<file path="src/rtl/spi_mem_responder.sv">
// spi_mem_responder
//   SPI mode-0 slave standing in for the serial program memory. The master
//   sends an 8-bit command and a 16-bit word address MSB-first on IO0, then
//   either clocks read words out on IO1 (unbounded burst, auto-increment) or
//   clocks write words in on IO0, each committed to a synchronous memory port.
//
// Ports
//   clk, rst            system clock, asynchronous active-low reset
//   spi_cs              chip select, active low
//   spi_sclk            serial clock, idle low
//   spi_io0_i           MOSI (command, address, write data)
//   spi_io1_o/_oe       MISO and its output enable
//   mem_addr            memory word address
//   mem_rd_en           read strobe, mem_rdata valid one clk later
//   mem_rdata           memory read data
//   mem_wr_en/mem_wdata single-clk write strobe with its data
//   busy                synchronized CS is low
//   cmd_err             single-clk pulse on an unknown command byte
module spi_mem_responder #(
  parameter int         ADDR_W      = 16,
  parameter int         DATA_W      = 16,
  parameter logic [7:0] CMD_READ    = 8'h03,
  parameter logic [7:0] CMD_WRITE   = 8'h02,
  parameter int         SYNC_STAGES = 2
) (
  input  logic              clk,
  input  logic              rst,
  input  logic              spi_cs,
  input  logic              spi_sclk,
  input  logic              spi_io0_i,
  output logic              spi_io1_o,
  output logic              spi_io1_oe,
  output logic [ADDR_W-1:0] mem_addr,
  output logic              mem_rd_en,
  input  logic [DATA_W-1:0] mem_rdata,
  output logic              mem_wr_en,
  output logic [DATA_W-1:0] mem_wdata,
  output logic              busy,
  output logic              cmd_err
);

  localparam int MAXB  = (ADDR_W > DATA_W) ? ((ADDR_W > 8) ? ADDR_W : 8)
                                           : ((DATA_W > 8) ? DATA_W : 8);
  localparam int CNT_W = $clog2(MAXB);

  localparam logic [CNT_W-1:0] CMD_LAST  = CNT_W'(7);
  localparam logic [CNT_W-1:0] ADDR_LAST = CNT_W'(ADDR_W - 1);
  localparam logic [CNT_W-1:0] DATA_LAST = CNT_W'(DATA_W - 1);
  // Rise count (before increment) at which the next word is prefetched.
  localparam logic [CNT_W-1:0] DATA_HALF = CNT_W'(DATA_W / 2 - 1);

  typedef enum logic [2:0] {
    S_IDLE,
    S_CMD,
    S_ADDR,
    S_RD_FETCH,
    S_RD_LOAD,
    S_RD_DATA,
    S_WR_DATA,
    S_IGNORE
  } state_t;

  state_t state, state_nx;

  // ---------------------------------------------------------------- sync
  // CS synchronizer resets high so busy reads 0 out of reset.
  logic [SYNC_STAGES-1:0] cs_sync, sclk_sync, io0_sync;
  logic                   sclk_prev;

  always_ff @(posedge clk or negedge rst) begin
    if (!rst) begin
      cs_sync   <= '1;
      sclk_sync <= '0;
      io0_sync  <= '0;
      sclk_prev <= 1'b0;
    end else begin
      cs_sync   <= {cs_sync[SYNC_STAGES-2:0], spi_cs};
      sclk_sync <= {sclk_sync[SYNC_STAGES-2:0], spi_sclk};
      io0_sync  <= {io0_sync[SYNC_STAGES-2:0], spi_io0_i};
      sclk_prev <= sclk_sync[SYNC_STAGES-1];
    end
  end

  logic cs_s, sclk_s, mosi, sclk_rise, sclk_fall;
  assign cs_s      = cs_sync[SYNC_STAGES-1];
  assign sclk_s    = sclk_sync[SYNC_STAGES-1];
  assign mosi      = io0_sync[SYNC_STAGES-1];
  // Edges come from the two newest synced samples; entering with SCLK
  // already high therefore produces no edge until the next rise.
  assign sclk_rise = sclk_s & ~sclk_prev;
  assign sclk_fall = ~sclk_s & sclk_prev;
  assign busy      = ~cs_s;

  // ------------------------------------------------------------ datapath regs
  logic [CNT_W-1:0]  bit_cnt;
  logic [6:0]        cmd_sr;
  logic              is_wr;
  logic [ADDR_W-1:0] addr;
  logic [DATA_W-1:0] shift;
  logic [DATA_W-1:0] hold;
  logic [DATA_W-2:0] wsr;
  logic              word_done;
  logic              rd_pend;

  logic [7:0]        cmd_byte;
  logic [ADDR_W-1:0] addr_nx;
  logic [DATA_W-1:0] wr_word;
  logic              cmd_known;

  assign cmd_byte  = {cmd_sr, mosi};
  assign addr_nx   = {addr[ADDR_W-2:0], mosi};
  assign wr_word   = {wsr, mosi};
  assign cmd_known = (cmd_byte == CMD_READ) || (cmd_byte == CMD_WRITE);

  // ---------------------------------------------------------------- fsm
  always_ff @(posedge clk or negedge rst) begin
    if (!rst) state <= S_IDLE;
    else      state <= state_nx;
  end

  always_comb begin
    state_nx = state;
    case (state)
      S_IDLE:     if (!cs_s) state_nx = S_CMD;
      S_CMD:      if (sclk_rise && bit_cnt == CMD_LAST)
                    state_nx = cmd_known ? S_ADDR : S_IGNORE;
      S_ADDR:     if (sclk_rise && bit_cnt == ADDR_LAST)
                    state_nx = is_wr ? S_WR_DATA : S_RD_FETCH;
      S_RD_FETCH: state_nx = S_RD_LOAD;
      S_RD_LOAD:  state_nx = S_RD_DATA;
      default:    ;
    endcase
    // CS release aborts from any state.
    if (cs_s) state_nx = S_IDLE;
  end

  // ---------------------------------------------------------------- datapath
  always_ff @(posedge clk or negedge rst) begin
    if (!rst) begin
      bit_cnt    <= '0;
      cmd_sr     <= '0;
      is_wr      <= 1'b0;
      addr       <= '0;
      shift      <= '0;
      hold       <= '0;
      wsr        <= '0;
      word_done  <= 1'b0;
      rd_pend    <= 1'b0;
      spi_io1_o  <= 1'b0;
      spi_io1_oe <= 1'b0;
      mem_addr   <= '0;
      mem_rd_en  <= 1'b0;
      mem_wr_en  <= 1'b0;
      mem_wdata  <= '0;
      cmd_err    <= 1'b0;
    end else begin
      mem_rd_en <= 1'b0;
      mem_wr_en <= 1'b0;
      cmd_err   <= 1'b0;
      // mem_rdata is valid the clk after a read strobe.
      rd_pend   <= mem_rd_en;

      if (cs_s) begin
        bit_cnt    <= '0;
        word_done  <= 1'b0;
        wsr        <= '0;
        spi_io1_o  <= 1'b0;
        spi_io1_oe <= 1'b0;
      end else begin
        case (state)
          S_CMD: if (sclk_rise) begin
            cmd_sr <= cmd_byte[6:0];
            if (bit_cnt == CMD_LAST) begin
              bit_cnt <= '0;
              is_wr   <= (cmd_byte == CMD_WRITE);
              cmd_err <= ~cmd_known;
            end else begin
              bit_cnt <= bit_cnt + 1'b1;
            end
          end

          S_ADDR: if (sclk_rise) begin
            addr <= addr_nx;
            if (bit_cnt == ADDR_LAST) begin
              bit_cnt <= '0;
              if (!is_wr) begin
                mem_rd_en <= 1'b1;
                mem_addr  <= addr_nx;
              end
            end else begin
              bit_cnt <= bit_cnt + 1'b1;
            end
          end

          // No dummy cycle: the first MSB goes out as soon as data arrives,
          // ahead of the fall that would normally update MISO.
          S_RD_LOAD: begin
            shift      <= mem_rdata;
            spi_io1_oe <= 1'b1;
            spi_io1_o  <= mem_rdata[DATA_W-1];
          end

          S_RD_DATA: begin
            if (rd_pend) hold <= mem_rdata;
            if (sclk_rise) begin
              if (bit_cnt == DATA_LAST) begin
                bit_cnt   <= '0;
                word_done <= 1'b1;
              end else begin
                bit_cnt <= bit_cnt + 1'b1;
                if (bit_cnt == DATA_HALF) begin
                  mem_rd_en <= 1'b1;
                  mem_addr  <= addr + 1'b1;
                  addr      <= addr + 1'b1;
                end
              end
            end
            // The fall between the last rise of the previous phase and the
            // first rise of a word (bit_cnt==0, !word_done) keeps the MSB.
            if (sclk_fall) begin
              if (word_done) begin
                shift     <= hold;
                spi_io1_o <= hold[DATA_W-1];
                word_done <= 1'b0;
              end else if (bit_cnt != '0) begin
                shift     <= shift << 1;
                spi_io1_o <= shift[DATA_W-2];
              end
            end
          end

          S_WR_DATA: if (sclk_rise) begin
            wsr <= wr_word[DATA_W-2:0];
            if (bit_cnt == DATA_LAST) begin
              bit_cnt   <= '0;
              mem_wdata <= wr_word;
              mem_wr_en <= 1'b1;
              mem_addr  <= addr;
              addr      <= addr + 1'b1;
            end else begin
              bit_cnt <= bit_cnt + 1'b1;
            end
          end

          default: ;
        endcase
      end
    end
  end

endmodule

</file>
<file path="config.mk">
export PLATFORM = sky130hd
export DESIGN_NAME = spi_mem_responder
export DESIGN_NICKNAME = d
export VERILOG_FILES = /design/src/rtl/spi_mem_responder.sv
export SDC_FILE = /design/constraint.sdc
export NUM_CORES = 1
export LEC_CHECK = 0
export CORE_ASPECT_RATIO = 0.5
export CORE_MARGIN = 2
export CORE_UTILIZATION = 40
export DETAILED_ROUTE_END_ITERATION = 7
export SLEW_MARGIN = 20
export SYNTH_ARGS = -nofsm -noshare
export SYNTH_HDL_FRONTEND = slang
export SYNTH_SLANG_ARGS = --single-unit
</file>
<file path="constraint.sdc">
create_clock -name clk -period 2.15 [get_ports clk]
set_input_delay 0.43 -clock clk [delete_from_list [all_inputs] [get_ports clk]]
set_output_delay 0.43 -clock clk [all_outputs]
set_load 0.01 [all_outputs]
</file>
==> impl.org <==
** Synthesis
- Each instance of the synthesized netlist takes up on average 10.1 um2.
- Cells after synthesis :: 615
- Prevailing post-synth register cell :: dfrtp_1
- Number of flops mapped to enable cells by yosys :: 0
- Top cell type's share of synthesized area :: 48.7%
- After synthesis the netlist holds a flip-flop and latch count of 123.
- Net count of the mapped netlist :: 639
- Sorting the synthesized cells by area gives the leading types as dfrtp_1, mux2_2, o21ai_0, nand2_1, a21oi_1.
- For this run, asynchronously set or reset flops after synthesis account for 100%.
- Synth warnings :: 0
- Summing every instance area after synthesis gives 0.00622 mm2.
- Sequential-to-total area share from yosys stat :: 49.5%
- Post-synth cell types :: 67
- The largest total area in the synthesized netlist belongs to dfrtp_1.

** Global routing
- Total gr overflow :: 0
- The via count of the first global-routing pass came to 4,853.
- Entering global routing, the biggest net connects 39 pins.
- The number of antenna violations at the first check in global routing was 0.
- In the global route stage, overall resource usage came out at 18.5%.
- The first global-routing pass estimated 24.9 mm of wire.

** Clock tree
- The tree is rooted in a clkbuf_16.
- In this run the number of H-tree levels came out at 4.
- Clock latency on the worst-skew pair, taken at its later pin, is 0.42 ns.
- Clock slew at the register clock pins of the worst setup and hold paths :: 0.06 ns
- Clock tree sinks :: 123
- Number of buffers between clock root and the deepest sink :: 2
- CTS tree :: yes
- In this run the post-CTS setup repair buffer count came out at 0.
- Clock buffers created by TritonCTS :: 17

** Worst setup path
- STA classifies the critical path endpoint as an output port.
- Required time of the critical path :: 1.72 ns
- Setup Crit Path Kind :: reg2out
- Crit start category :: flip-flop
- On the worst path, the slowest cell contributes a delay of 0.64 ns.
- Critical Path Fanout Max :: 9
- Ordered list of cells on the worst path :: inv_1, clkdlybuf4s50_1
- Library cell contributing the largest single delay on the critical path :: dfstp_2
- At the worst endpoint, the arrival time is 1.65 ns.

** Finish
- In the final layout, the share of cells above drive strength 1 is 20.8%.
- In the final design database the tool counted 717 nets.
- Post-Layout Cell Count :: 910
- Antenna fix cells :: 0
- Post-layout instance area :: 0.00790 mm2
- Area Overhead vs Synth :: 26.9%

** Floorplanning
- Once the floorplan was initialized, standard cells occupied 40.7% of the core.
- Standard cell core area :: 0.0153 mm2
- Ports placed on the boundary :: 59
- Chip width :: 180 um
- DIE AREA :: 0.0166 mm2
- Row cnt :: 32
- The die is 92.2 um tall.

** Placement
- In this run, placement finished with an instance count of 877.
- Worst Setup Slack post-DPL :: 0.113 ns
- Routability-driven placement finished with a final weighted congestion of 0.866.
- Area post-placement :: 0.00725 mm2
- Input and output buffers added on the ports amount to 58.
- Post-detailed-placement half-perimeter wirelength :: 9.55 mm

** STA
- Clock skew after layout :: 0.0121 ns
- Count of final max-slew check failures :: 0
- Across all setup checks in the final design, the least slack found is 0.0688 ns.
- Headroom to the max-slew limit came out at 47.7%.
- Minimum clock period :: 2.08 ns
- Setup violations remaining at the end of the flow were counted as 0.
- Highest Clock Rate :: 480 MHz
- In the final timing run, aggregate negative setup slack is 0 ns.
- Dividing the final minimum period by the clock period gives 96.8%.
- RSZ-0062 raised after global routing :: no
- Final hold analysis gives a worst-case slack of 0.357 ns.
- Hold Vio Cnt, Final :: 0
- At the pin with the least slew margin, the transition time is 0.782 ns.

** Power
- For this design the ratio of total power to cell area is 1040 mW/mm2.
- IR analysis of the VDD net gives a maximum drop of 621 uV.
- The analysis attributes to cell leakage a power of 3.41 nW.

** Worst hold path
- Hold Crit Class :: reg2reg

** Drt
- Routed length per instance :: 15.9 um
- Overall via count from detail_route :: 4,932
- The final layout contains routed wiring with a total length of 14.4 mm.
- The count of nets left with antenna violations once routing finished came out at 0.
- Before antenna repair, the detailed router went through 6 iterations.
- Count of unresolved DRC violations after routing :: 0
- Initial drt markers :: 355
- DR vias/cell :: 5.42

** Job
- Max-cap violations in this run came to 0.

** Outcome
- Outcome :: complete, no violations
## metrics by stage
stage / utilization (%) / power, W
after detailed placement: 47.4 / 0.00524
after floorplan: - / 0.00443
after global routing: 51.7 / 0.00874
final: 51.7 / 0.00821
after global placement: 47.4 / 0.00520
after CTS: 51.5 / 0.00827
## Yosys cell counts, types with 10 or more instances
| library cell | instances |
|---|---|
| buf_2 | 20 |
| mux2_2 | 46 |
| a22o_1 | 16 |
| a22oi_1 | 11 |
| inv_1 | 10 |
| nand2_1 | 76 |
| clkbuf_1 | 25 |
| nor2_1 | 27 |
| a21oi_1 | 38 |
| o21ai_0 | 66 |
| dfrtp_1 | 121 |
| nand3_1 | 12 |
| mux2i_1 | 18 |
## state kept, by name (all words and copies together) (netlist names), 2 cells and up
| signal | cells |
|---|---|
| io0_sync | 2 |
| shift | 15 |
| wsr | 15 |
| state | 3 |
| addr | 16 |
| sclk_sync | 2 |
| cmd_sr | 7 |
| mem_wdata | 16 |
| mem_addr | 16 |
| bit_cnt | 4 |
| cs_sync | 2 |
| hold | 16 |
## cell families after synthesis
kind of cell	Yosys count	share of synthesized area, %
fa+ha+maj	3	0.603
buf+inv	63	4.62
flops	123	49.5
xor+xnor	10	1.41
simple gates	166	13.1
compound gates	186	19.5
mux	64	11.2
## cell usage in the layout, fill, tap and decap left out, types with 5 or more instances in the layout
master,count
nand3_1,12
a22oi_1,11
clkbuf_16,17
a22o_1,16
buf_4,48
inv_6,7
mux2_2,46
mux2i_1,18
nor2_1,27
clkdlybuf4s50_1,57
and3_1,5
a31oi_1,6
nand2_1,76
nor4_1,6
xnor2_1,6
o221ai_1,5
dfrtp_1,121
o22ai_1,6
nand2b_1,6
inv_1,10
a21oi_1,38
o21ai_0,66
## repair_timing
item                                    4_1_cts  5_1_grt
endpoints found under the hold margin        27        0
resized for setup                             0        5
hold buffers                                  1        0
endpoints found under the setup margin        0        5
## power by group
part / total (W) / internal, W / switching [W]
Sequential: 0.00295 / 0.00267 / 0.000280
Combinational: 0.00228 / 0.00100 / 0.00128
Clock: 0.00299 / 0.00185 / 0.00114
Total: 0.00821 / 0.00552 / 0.00269
## cell type report
cell class                      count  area (um2)
Fill cell                        1371        7390
Sequential cell                   123        3080
Multi-Input combinational cell    429        2880
Timing Repair Buffer              111        1030
Clock buffer                       18         429
Tap cell                          204         255
Clock inverter                     14         183
Inverter                           11        41.3
## worst paths after layout
path | endpoint | from | slack (ns) | cells past startpoint
max | busy | cs_sync[1] | 0.07 | 2
min | io0_sync[1] | io0_sync[0] | 0.36 | 0
max reg2reg | wsr[10] | state[0] | 0.15 | 7
min reg2reg | io0_sync[1] | io0_sync[0] | 0.36 | 0
max in group asynchronous | mem_addr[15] | rst | 1.00 | 3
min in group asynchronous | mem_wdata[9] | rst | 0.49 | 2
## layer usage
| metal | global-route usage [%] | up-vias | routed length (um) |
|---|---|---|---|
| li1 | - | 2398 | - |
| met1 | 27.1 | 2402 | 7350 |
| met2 | 27.6 | 121 | 6430 |
| met3 | 4.01 | 11 | 558 |
| met4 | 5.24 | 0 | 110 |
| met5 | 0 | - | 0 |
## worst max-delay path: cells and delay by family, from the launching register on
family	cells	cell delay, ns
buf+inv	2	0.60
flops	1	0.64
No activity file was read; power rests on OpenSTA's default activity.
